File: src/rtl/usb_in_txn_ctrl.sv
// usb_in_txn_ctrl: host-side sequencer for USB IN transactions.
// Each transaction sends an IN token through the packet encoder and opens
// the decoder window. It then waits a bounded time for a DATA0/DATA1 reply,
// ACKs an accepted reply and retries on NAK, error or timeout. Final status
// is reported to the client.
// Ports:
//   clk, rst_b              clock; asynchronous active-low reset
//   txn_start/addr/endp     client request (accepted only in IDLE)
//   toggle_clr              force expected toggle to DATA0 (IDLE only)
//   send_req/pid, tok_*     encoder command, held until send_done
//   send_done               encoder completion pulse
//   dec_en                  decoder window (WAIT_DATA only)
//   pkt_avail/valid/pid/data decoder result
//   busy, txn_done, txn_status, data_out, exp_toggle  client status
module usb_in_txn_ctrl #(
  parameter int unsigned TIMEOUT_CYCLES = 255,
  parameter int unsigned MAX_RETRY      = 8,
  parameter int unsigned DATA_W         = 64
) (
  input  logic              clk,
  input  logic              rst_b,
  input  logic              txn_start,
  input  logic [6:0]        txn_addr,
  input  logic [3:0]        txn_endp,
  input  logic              toggle_clr,
  output logic              send_req,
  output logic [3:0]        send_pid,
  output logic [6:0]        tok_addr,
  output logic [3:0]        tok_endp,
  input  logic              send_done,
  output logic              dec_en,
  input  logic              pkt_avail,
  input  logic              pkt_valid,
  input  logic [3:0]        pkt_pid,
  input  logic [DATA_W-1:0] pkt_data,
  output logic              busy,
  output logic              txn_done,
  output logic [1:0]        txn_status,
  output logic [DATA_W-1:0] data_out,
  output logic              exp_toggle
);

  localparam logic [3:0] PID_IN    = 4'b1001;
  localparam logic [3:0] PID_ACK   = 4'b0010;
  localparam logic [3:0] PID_DATA0 = 4'b0011;
  localparam logic [3:0] PID_DATA1 = 4'b1011;
  localparam logic [3:0] PID_NAK   = 4'b1010;
  localparam logic [3:0] PID_STALL = 4'b1110;

  localparam logic [1:0] ST_OK    = 2'b00;
  localparam logic [1:0] ST_STALL = 2'b01;
  localparam logic [1:0] ST_NAKL  = 2'b10;
  localparam logic [1:0] ST_ERRL  = 2'b11;

  localparam int unsigned TW = $clog2(TIMEOUT_CYCLES + 1);
  localparam int unsigned RW = $clog2(MAX_RETRY + 2);
  localparam logic [TW-1:0] T_MAX  = TW'(TIMEOUT_CYCLES);
  localparam logic [TW-1:0] T_LAST = TW'(TIMEOUT_CYCLES - 1);
  localparam logic [RW-1:0] R_MAX  = RW'(MAX_RETRY);

  typedef enum logic [2:0] {IDLE, SEND_TOK, WAIT_DATA, SEND_ACK, DONE} state_t;

  state_t        state, state_nxt;
  logic [RW-1:0] retry_cnt;
  logic [TW-1:0] tcnt;
  logic          ack_retry;   // ACK in flight answers a wrong-toggle packet
  logic          start, accept, mistog, retry_inc, tcnt_clr;
  logic          do_retry, kind_nak;
  logic [1:0]    fin_status;
  logic [3:0]    pid_exp, pid_other;

  assign pid_exp   = exp_toggle ? PID_DATA1 : PID_DATA0;
  assign pid_other = exp_toggle ? PID_DATA0 : PID_DATA1;

  assign send_req = (state == SEND_TOK) || (state == SEND_ACK);
  assign send_pid = (state == SEND_ACK) ? PID_ACK : PID_IN;
  assign dec_en   = (state == WAIT_DATA);
  assign busy     = (state != IDLE);
  assign txn_done = (state == DONE);

  always_comb begin
    state_nxt  = state;
    fin_status = ST_OK;
    start      = 1'b0;
    accept     = 1'b0;
    mistog     = 1'b0;
    retry_inc  = 1'b0;
    tcnt_clr   = 1'b0;
    do_retry   = 1'b0;
    kind_nak   = 1'b0;
    case (state)
      IDLE: if (txn_start) begin
        start     = 1'b1;
        state_nxt = SEND_TOK;
      end
      SEND_TOK: if (send_done) begin
        tcnt_clr  = 1'b1;
        state_nxt = WAIT_DATA;
      end
      WAIT_DATA: begin
        // A packet arriving in the expiry cycle takes priority over timeout.
        if (pkt_avail) begin
          if (pkt_valid && pkt_pid == pid_exp) begin
            accept    = 1'b1;
            state_nxt = SEND_ACK;
          end else if (pkt_valid && pkt_pid == pid_other) begin
            mistog    = 1'b1;
            state_nxt = SEND_ACK;
          end else if (pkt_valid && pkt_pid == PID_NAK) begin
            do_retry  = 1'b1;
            kind_nak  = 1'b1;
          end else if (pkt_valid && pkt_pid == PID_STALL) begin
            fin_status = ST_STALL;
            state_nxt  = DONE;
          end else begin
            do_retry = 1'b1;
          end
        end else if (tcnt == T_LAST) begin
          do_retry = 1'b1;
        end
      end
      SEND_ACK: if (send_done) begin
        if (ack_retry) do_retry = 1'b1;
        else           state_nxt = DONE;
      end
      DONE:    state_nxt = IDLE;
      default: state_nxt = IDLE;
    endcase
    if (do_retry) begin
      if (retry_cnt < R_MAX) begin
        retry_inc = 1'b1;
        state_nxt = SEND_TOK;
      end else begin
        fin_status = kind_nak ? ST_NAKL : ST_ERRL;
        state_nxt  = DONE;
      end
    end
  end

  always_ff @(posedge clk or negedge rst_b) begin
    if (!rst_b) begin
      state      <= IDLE;
      retry_cnt  <= '0;
      tcnt       <= '0;
      ack_retry  <= 1'b0;
      tok_addr   <= '0;
      tok_endp   <= '0;
      txn_status <= ST_OK;
      data_out   <= '0;
      exp_toggle <= 1'b0;
    end else begin
      state <= state_nxt;
      // Clear precedes a coincident start; start never touches the toggle.
      if (state == IDLE && toggle_clr) exp_toggle <= 1'b0;
      if (start) begin
        tok_addr  <= txn_addr;
        tok_endp  <= txn_endp;
        retry_cnt <= '0;
      end else if (retry_inc) begin
        retry_cnt <= retry_cnt + 1'b1;
      end
      if (tcnt_clr)                              tcnt <= '0;
      else if (state == WAIT_DATA && tcnt != T_MAX) tcnt <= tcnt + 1'b1;
      if (accept) begin
        data_out   <= pkt_data;
        exp_toggle <= ~exp_toggle;
      end
      if (state == WAIT_DATA && state_nxt == SEND_ACK) ack_retry <= mistog;
      // Status is loaded on entry so it is valid alongside txn_done.
      if (state != DONE && state_nxt == DONE) txn_status <= fin_status;
    end
  end

endmodule
File: config.mk
export PLATFORM = sky130hd
export DESIGN_NAME = usb_in_txn_ctrl
export DESIGN_NICKNAME = d
export VERILOG_FILES = /design/src/rtl/usb_in_txn_ctrl.sv
export SDC_FILE = /design/constraint.sdc
export NUM_CORES = 1
export LEC_CHECK = 0
export CORE_UTILIZATION = 36
export CTS_BUF_LIST = sky130_fd_sc_hd__clkbuf_8
export CTS_CLUSTER_SIZE = 8
export DETAILED_ROUTE_END_ITERATION = 8
export GPL_TIMING_DRIVEN = 0
export PLACE_DENSITY = 0.74
export SYNTH_ARGS = -nofsm -noshare
export SYNTH_HDL_FRONTEND = slang
export SYNTH_SLANG_ARGS = --single-unit
File: constraint.sdc
create_clock -name clk -period 5.8 [get_ports clk]
set_input_delay 1.16 -clock clk [delete_from_list [all_inputs] [get_ports clk]]
set_output_delay 1.16 -clock clk [all_outputs]
set_load 0.005 [all_outputs]
=== After elaboration in Yosys (flattened, before gate mapping) ===
Index checks and enable logic that the tools add are counted.

* Add/subtract/negate cells: 2
* Multiply operators: 0
* Divide/modulo/power cells: 0
* Order comparisons: 1
* Eq/ne operators: 13
* Shift-type cells: 0
* Mux-type cells: 57
* Bitwise logic cells: 1
* Reductions and logical operators: 14

{| class="wikitable"
|+ Operators with widths
! cell !! number
|-
| 1-bit 2-to-1 mux || 35
|-
| 3-bit 2-to-1 mux || 11
|-
| 4-bit 2-to-1 mux || 5
|-
| 8-bit 2-to-1 mux || 2
|-
| 3-bit one-hot mux with 4 select lines || 1
|-
| 3-bit by 2-bit equality test with 1-bit output, second input constant || 3
|-
| 8-bit by 1-bit adder with 8-bit output, second input constant || 1
|-
| 4-bit equality test || 2
|-
| 4-bit equality test, second input constant || 2
|-
| 8-bit equality test, second input constant || 1
|-
| 1-bit logical AND || 8
|-
| 8-bit inequality test, second input constant || 1
|-
| 3-bit equality test, second input constant || 2
|-
| 2-bit nonzero test || 3
|-
| 4-bit by 1-bit adder with 4-bit output, second input constant || 1
|-
| 4-bit < comparator, second input constant || 1
|-
| 2-bit 2-to-1 mux || 2
|-
| 3-bit by 1-bit equality test with 1-bit output, second input constant || 1
|-
| 3-bit zero test || 1
|-
| 3-bit inequality test, second input constant || 1
|-
| 3-bit nonzero test || 1
|-
| 1-bit one-hot mux with 2 select lines || 1
|-
| 1-bit logical OR || 1
|-
| 1-bit inverter || 1
|}

* Bits in registers: 94
* Latch bits: 0
* Memory bits (writable): 0
* Bits in read-only memories: 0
* Logic and storage cells: 97
* Memories kept: 0

=== Logic depth before layout (Yosys ltp) ===
Gate-level depths: netlist of the first run.

* Word-level depth: 11
* Gate-level depth with buffers: 7

=== Worst setup path after synthesis of the first run ===
No wires, ideal clock.

* Kind: input port to flip-flop
* From: input port pkt_valid
* To: register data_out[36]
* Setup time: 127 ps
* Arrival: 2379 ps
* Setup slack: 3293 ps
* Stages: 5
* Buffers on the path: 2
* Path through: nand3_1 -> nor4_4 -> buf_4 -> buf_6 -> mux2_1

* Word-level cells in the longest chain between the ends: 4

{| class="wikitable"
|+ RTL lines
! element !! line !! text
|-
| start, declared || 33 || <nowiki>input logic pkt_valid,</nowiki>
|-
| 1-bit logical AND || 103 || <nowiki>if (pkt_valid && pkt_pid == pid_exp) begin</nowiki>
|-
| 1-bit 2-to-1 mux || 103 ||
|-
| 1-bit 2-to-1 mux || 102 || <nowiki>if (pkt_avail) begin</nowiki>
|-
| 1-bit 2-to-1 mux || 91 || <nowiki>case (state)</nowiki>
|-
| end signal, assigned || 165 || <nowiki>data_out <= pkt_data;</nowiki>
|-
| end, declared || 39 || <nowiki>output logic [DATA_W-1:0] data_out,</nowiki>
|}

Every way passes these cells.
A chain may end at the register's enable or synchronous reset.

=== Worst setup path in the final report of the first run ===
* From: register state[2]
* To: output port dec_en

* Word-level cells in the longest chain between the ends: 1

{| class="wikitable"
|+ RTL lines
! element !! line !! text
|-
| start, declared || 63 || <nowiki>state_t state, state_nxt;</nowiki>
|-
| start signal, assigned || 152 || <nowiki>state <= state_nxt;</nowiki>
|-
| 3-bit by 2-bit equality test with 1-bit output || 77 || <nowiki>assign dec_en = (state == WAIT_DATA);</nowiki>
|-
| end, declared || 31 || <nowiki>output logic dec_en,</nowiki>
|}

Every way passes these cells.

==> flow_metrics.tcl, run 1 <==
set metrics [dict create \
    outcome "finished clean" \
    ys_types 52 \
    setup-violations-final 0 \
    cts_tree "built" \
    cp.arrival_ns 2.26 \
    core_area_mm2 0.0109 \
    synthCells 324 \
    synthSimpleGateAreaFrac_pct 11.6 \
    avgSynthCellArea_um2 12.6 \
    rows 38 \
    yosys_warnings 0 \
    grt_pass1_vias 3308 \
    power_density_mw_per_mm2 335 \
    wl_per_cell_um 15.8 \
    ys_seq_area_share_pct 57.7 \
    critPathCaptureType "output port" \
    cts_buffers 9 \
    seqCellArea_mm2 0.00235 \
    num-nets-final 595 \
    cts_num_sinks 94 \
    vias 3224 \
    ys.flop_type "dfrtp_1" \
    antenna_found_initial 0 \
    place.gp.congestion 0.794 \
    die_w_um 108 \
    clock-root-buffer "clkbuf_8" \
    clkLatencyLatePin_ns 0.37 \
    fin_area_mm2 0.00620 \
    synth_top_family_by_area "multiplexers" \
    place_area_mm2 0.00598 \
    hold_buffers 0 \
    irDropWorstVdd_mv 0.200 \
    synth_seq_cells 94 \
    drv_slew 0 \
    crit_start "state[2]" \
    first_pass_iters 4 \
    dp_hpwl_um 7760 \
    period_needed_ns 3.42 \
    post-route-period-util_pct 59.0 \
    gr-usage-all-layers_pct 18.2 \
    dieArea_mm2 0.0118 \
    r2r-start "state[2]" \
    synth_compound_area_share_pct 6.78 \
    fillerInstances 966 \
    final-hold-violation-count 0 \
    synth_edf_count 0 \
    worst-setup-path-type "reg -> out" \
    grt_max_degree 60 \
    fmax_ghz 0.292 \
    layout_commonest_cell "clkdlybuf4s50_1" \
    wirelength_um 10300 \
    fin_setup_tns_ns 0 \
    r2r_cells 6 \
    rrSetupSlack_ns 3.57 \
    portBuffers 170 \
    layout_common_cells "clkdlybuf4s50_1 (169), dfrtp_1 (94), nand2_1 (44)" \
    synthXorXnorAreaFrac_pct 0.859 \
    synth_top_area_share_pct 57.7 \
    fin_skew_ns 0.00906 \
    synth_mux_area_share_pct 19.0 \
    htreeDepth 3 \
    cts_resized 0 \
    grt_pass1_wl_um 16300 \
    synth_area_mm2 0.00408 \
    syn_to_final_growth_pct 52.0 \
    synth_area_leader_cell "dfrtp_1" \
    relSlewSlack_pct 30.9 \
    ioPinCount 172 \
    postSynth.asyncResetShare_pct 100 \
    initial_core_util_pct 37.3 \
    die_y_um 108 \
    drv_cap 0 \
    crit_fanout 10 \
    synth_area_leaders "dfrtp_1 (58%), mux2_2 (10%), mux2_1 (7.7%)" \
    multi_input_area_mm2 0.00160 \
    n_antenna_cell 0 \
    hold_path_class "reg -> reg" \
    postRouteAntennaNets 0 \
    layout-drive-gt1-share_pct 13.7 \
    drt_iter0_drc 119 \
    clk_pin_slew_ns 0.09 \
    cts_setup_buffers 0 \
    p_leak_nw 2.86 \
    drcViolationCount 0 \
    clk_path_buf_depth 2 \
    crit_required_ns 4.64 \
    vias_per_cell 4.95 \
    syn-num-nets 413 \
    reg2reg_to "data_out[49]" \
    gr-total-overflow 0 \
    synthAdderAreaFrac_pct 0.920 \
    worst_pin_slew_ns 1.02 \
    rsz0062_at_grt "no" \
    start_kind "flop" \
    setup.worst_path.end "dec_en" \
]
==> sequential cells by signal, indices dropped and copies added (netlist names) <==
| register | cells |
|---|---|
| exp_toggle | 1 |
| data_out | 64 |
| tcnt | 8 |
| txn_status | 2 |
| retry_cnt | 4 |
| ack_retry | 1 |
| tok_addr | 7 |
| tok_endp | 4 |
| state | 3 |
==> cells in the mapped netlist (2+ instances only) <==
cell,n
xor2_1,4
o211ai_1,3
mux2i_1,3
nor2_1,6
nand2_1,44
nor2b_1,6
inv_1,8
o21ai_0,2
buf_6,3
o311ai_0,3
dfrtp_1,94
and2_1,2
nand2b_1,2
and3_1,5
o32ai_1,2
a41oi_1,2
buf_4,3
nand3_1,7
ha_1,3
nor3_1,3
or3_1,3
a21o_1,2
buf_2,5
a31oi_1,5
a21boi_0,2
mux2_1,28
nand4_1,5
clkbuf_1,5
mux2_2,38
a21oi_1,4
==> worst min-delay path by stage <==
stage | startpoint | cells past startpoint | to
2_1_floorplan | tok_addr[0] | 2 | tok_addr[0]
3_3_place_gp | tok_endp[1] | 2 | tok_endp[1]
3_5_place_dp | tok_addr[2] | 2 | tok_addr[2]
4_1_cts | tok_addr[2] | 2 | tok_addr[2]
5_1_grt | data_out[53] | 1 | data_out[53]
6_report | tok_addr[2] | 2 | tok_addr[2]
==> power by group <==
| group | internal, mW | switching, mW |
|---|---|---|
| Clock | 0.244 | 0.239 |
| Combinational | 0.426 | 0.280 |
| Sequential | 0.799 | 0.0921 |
| Total | 1.47 | 0.611 |
==> cells by family (layout without fill, tap and decap cells) <==
group	Yosys count	count (layout)
flops	94	94
simple gates	92	92
mux	69	69
compound gates	37	37
buf+inv	24	211
xor+xnor	4	4
fa+ha+maj	3	3
other cells	1	1
==> stage by stage <==
step                setup WS (ns)  hold WS [ns]  power [mW]  cells  utilization [%]
finish                       2.38         0.483        2.08    651             56.7
global route                 2.21         0.512        2.21    651             56.7
CTS                          2.36         0.491        2.10    651             56.7
detailed placement           2.36         0.467        1.61    635             54.7
global placement           0.0698         0.461        1.58    634             54.5
floorplan                    3.29         0.470        1.18    324                -
==> metal layers <==
layer / vias up / GRT usage (%) / wire [um] / part of all wire, %
li1: 1520 / - / - / -
met1: 1558 / 22.2 / 4380 / 43
met2: 128 / 29.2 / 4780 / 46
met3: 18 / 6.51 / 879 / 8.5
met4: 0 / 7.82 / 236 / 2.3
met5: - / 0 / 0 / 0
==> critical path: stages, from the launching register on <==
cell	delay, ns
dfrtp_1	0.36
buf_2	0.17
or3b_4	0.43
inv_1	0.15
buf_2	0.25
clkdlybuf4s50_1	0.54
==> final cells by class <==
cell class / instances / area share [%]
inverters: 8 / 0.484
repair buffers: 171 / 27.8
flip-flops and latches: 94 / 37.9
well taps: 140 / 2.82
plain buffers: 16 / 1.61
multi-input cells: 206 / 25.8
clock buffers: 9 / 2.00
clock inverters: 7 / 1.57
Note: power is estimated with default switching activity, not from simulation.
==> run 2, diff against run 1 <==
==> constraint.sdc (replaced) <==
create_clock -name clk -period 3.4 [get_ports clk]
set_input_delay 0.68 -clock clk [delete_from_list [all_inputs] [get_ports clk]]
set_output_delay 0.68 -clock clk [all_outputs]
set_load 0.005 [all_outputs]
==> results of run 2 <==
The final DEF is identical to that of run 1. Status: finished clean.
Among the figures that moved: setup slack after placement 2.36 ns -> 0.443 ns; setup slack after layout 2.38 ns -> 0.455 ns; hold slack 0.483 ns -> 0.268 ns; register-to-register setup slack 3.57 ns -> 1.17 ns; total power 2.08 mW -> 3.55 mW; worst IR drop on VDD 0.200 mV -> 0.341 mV
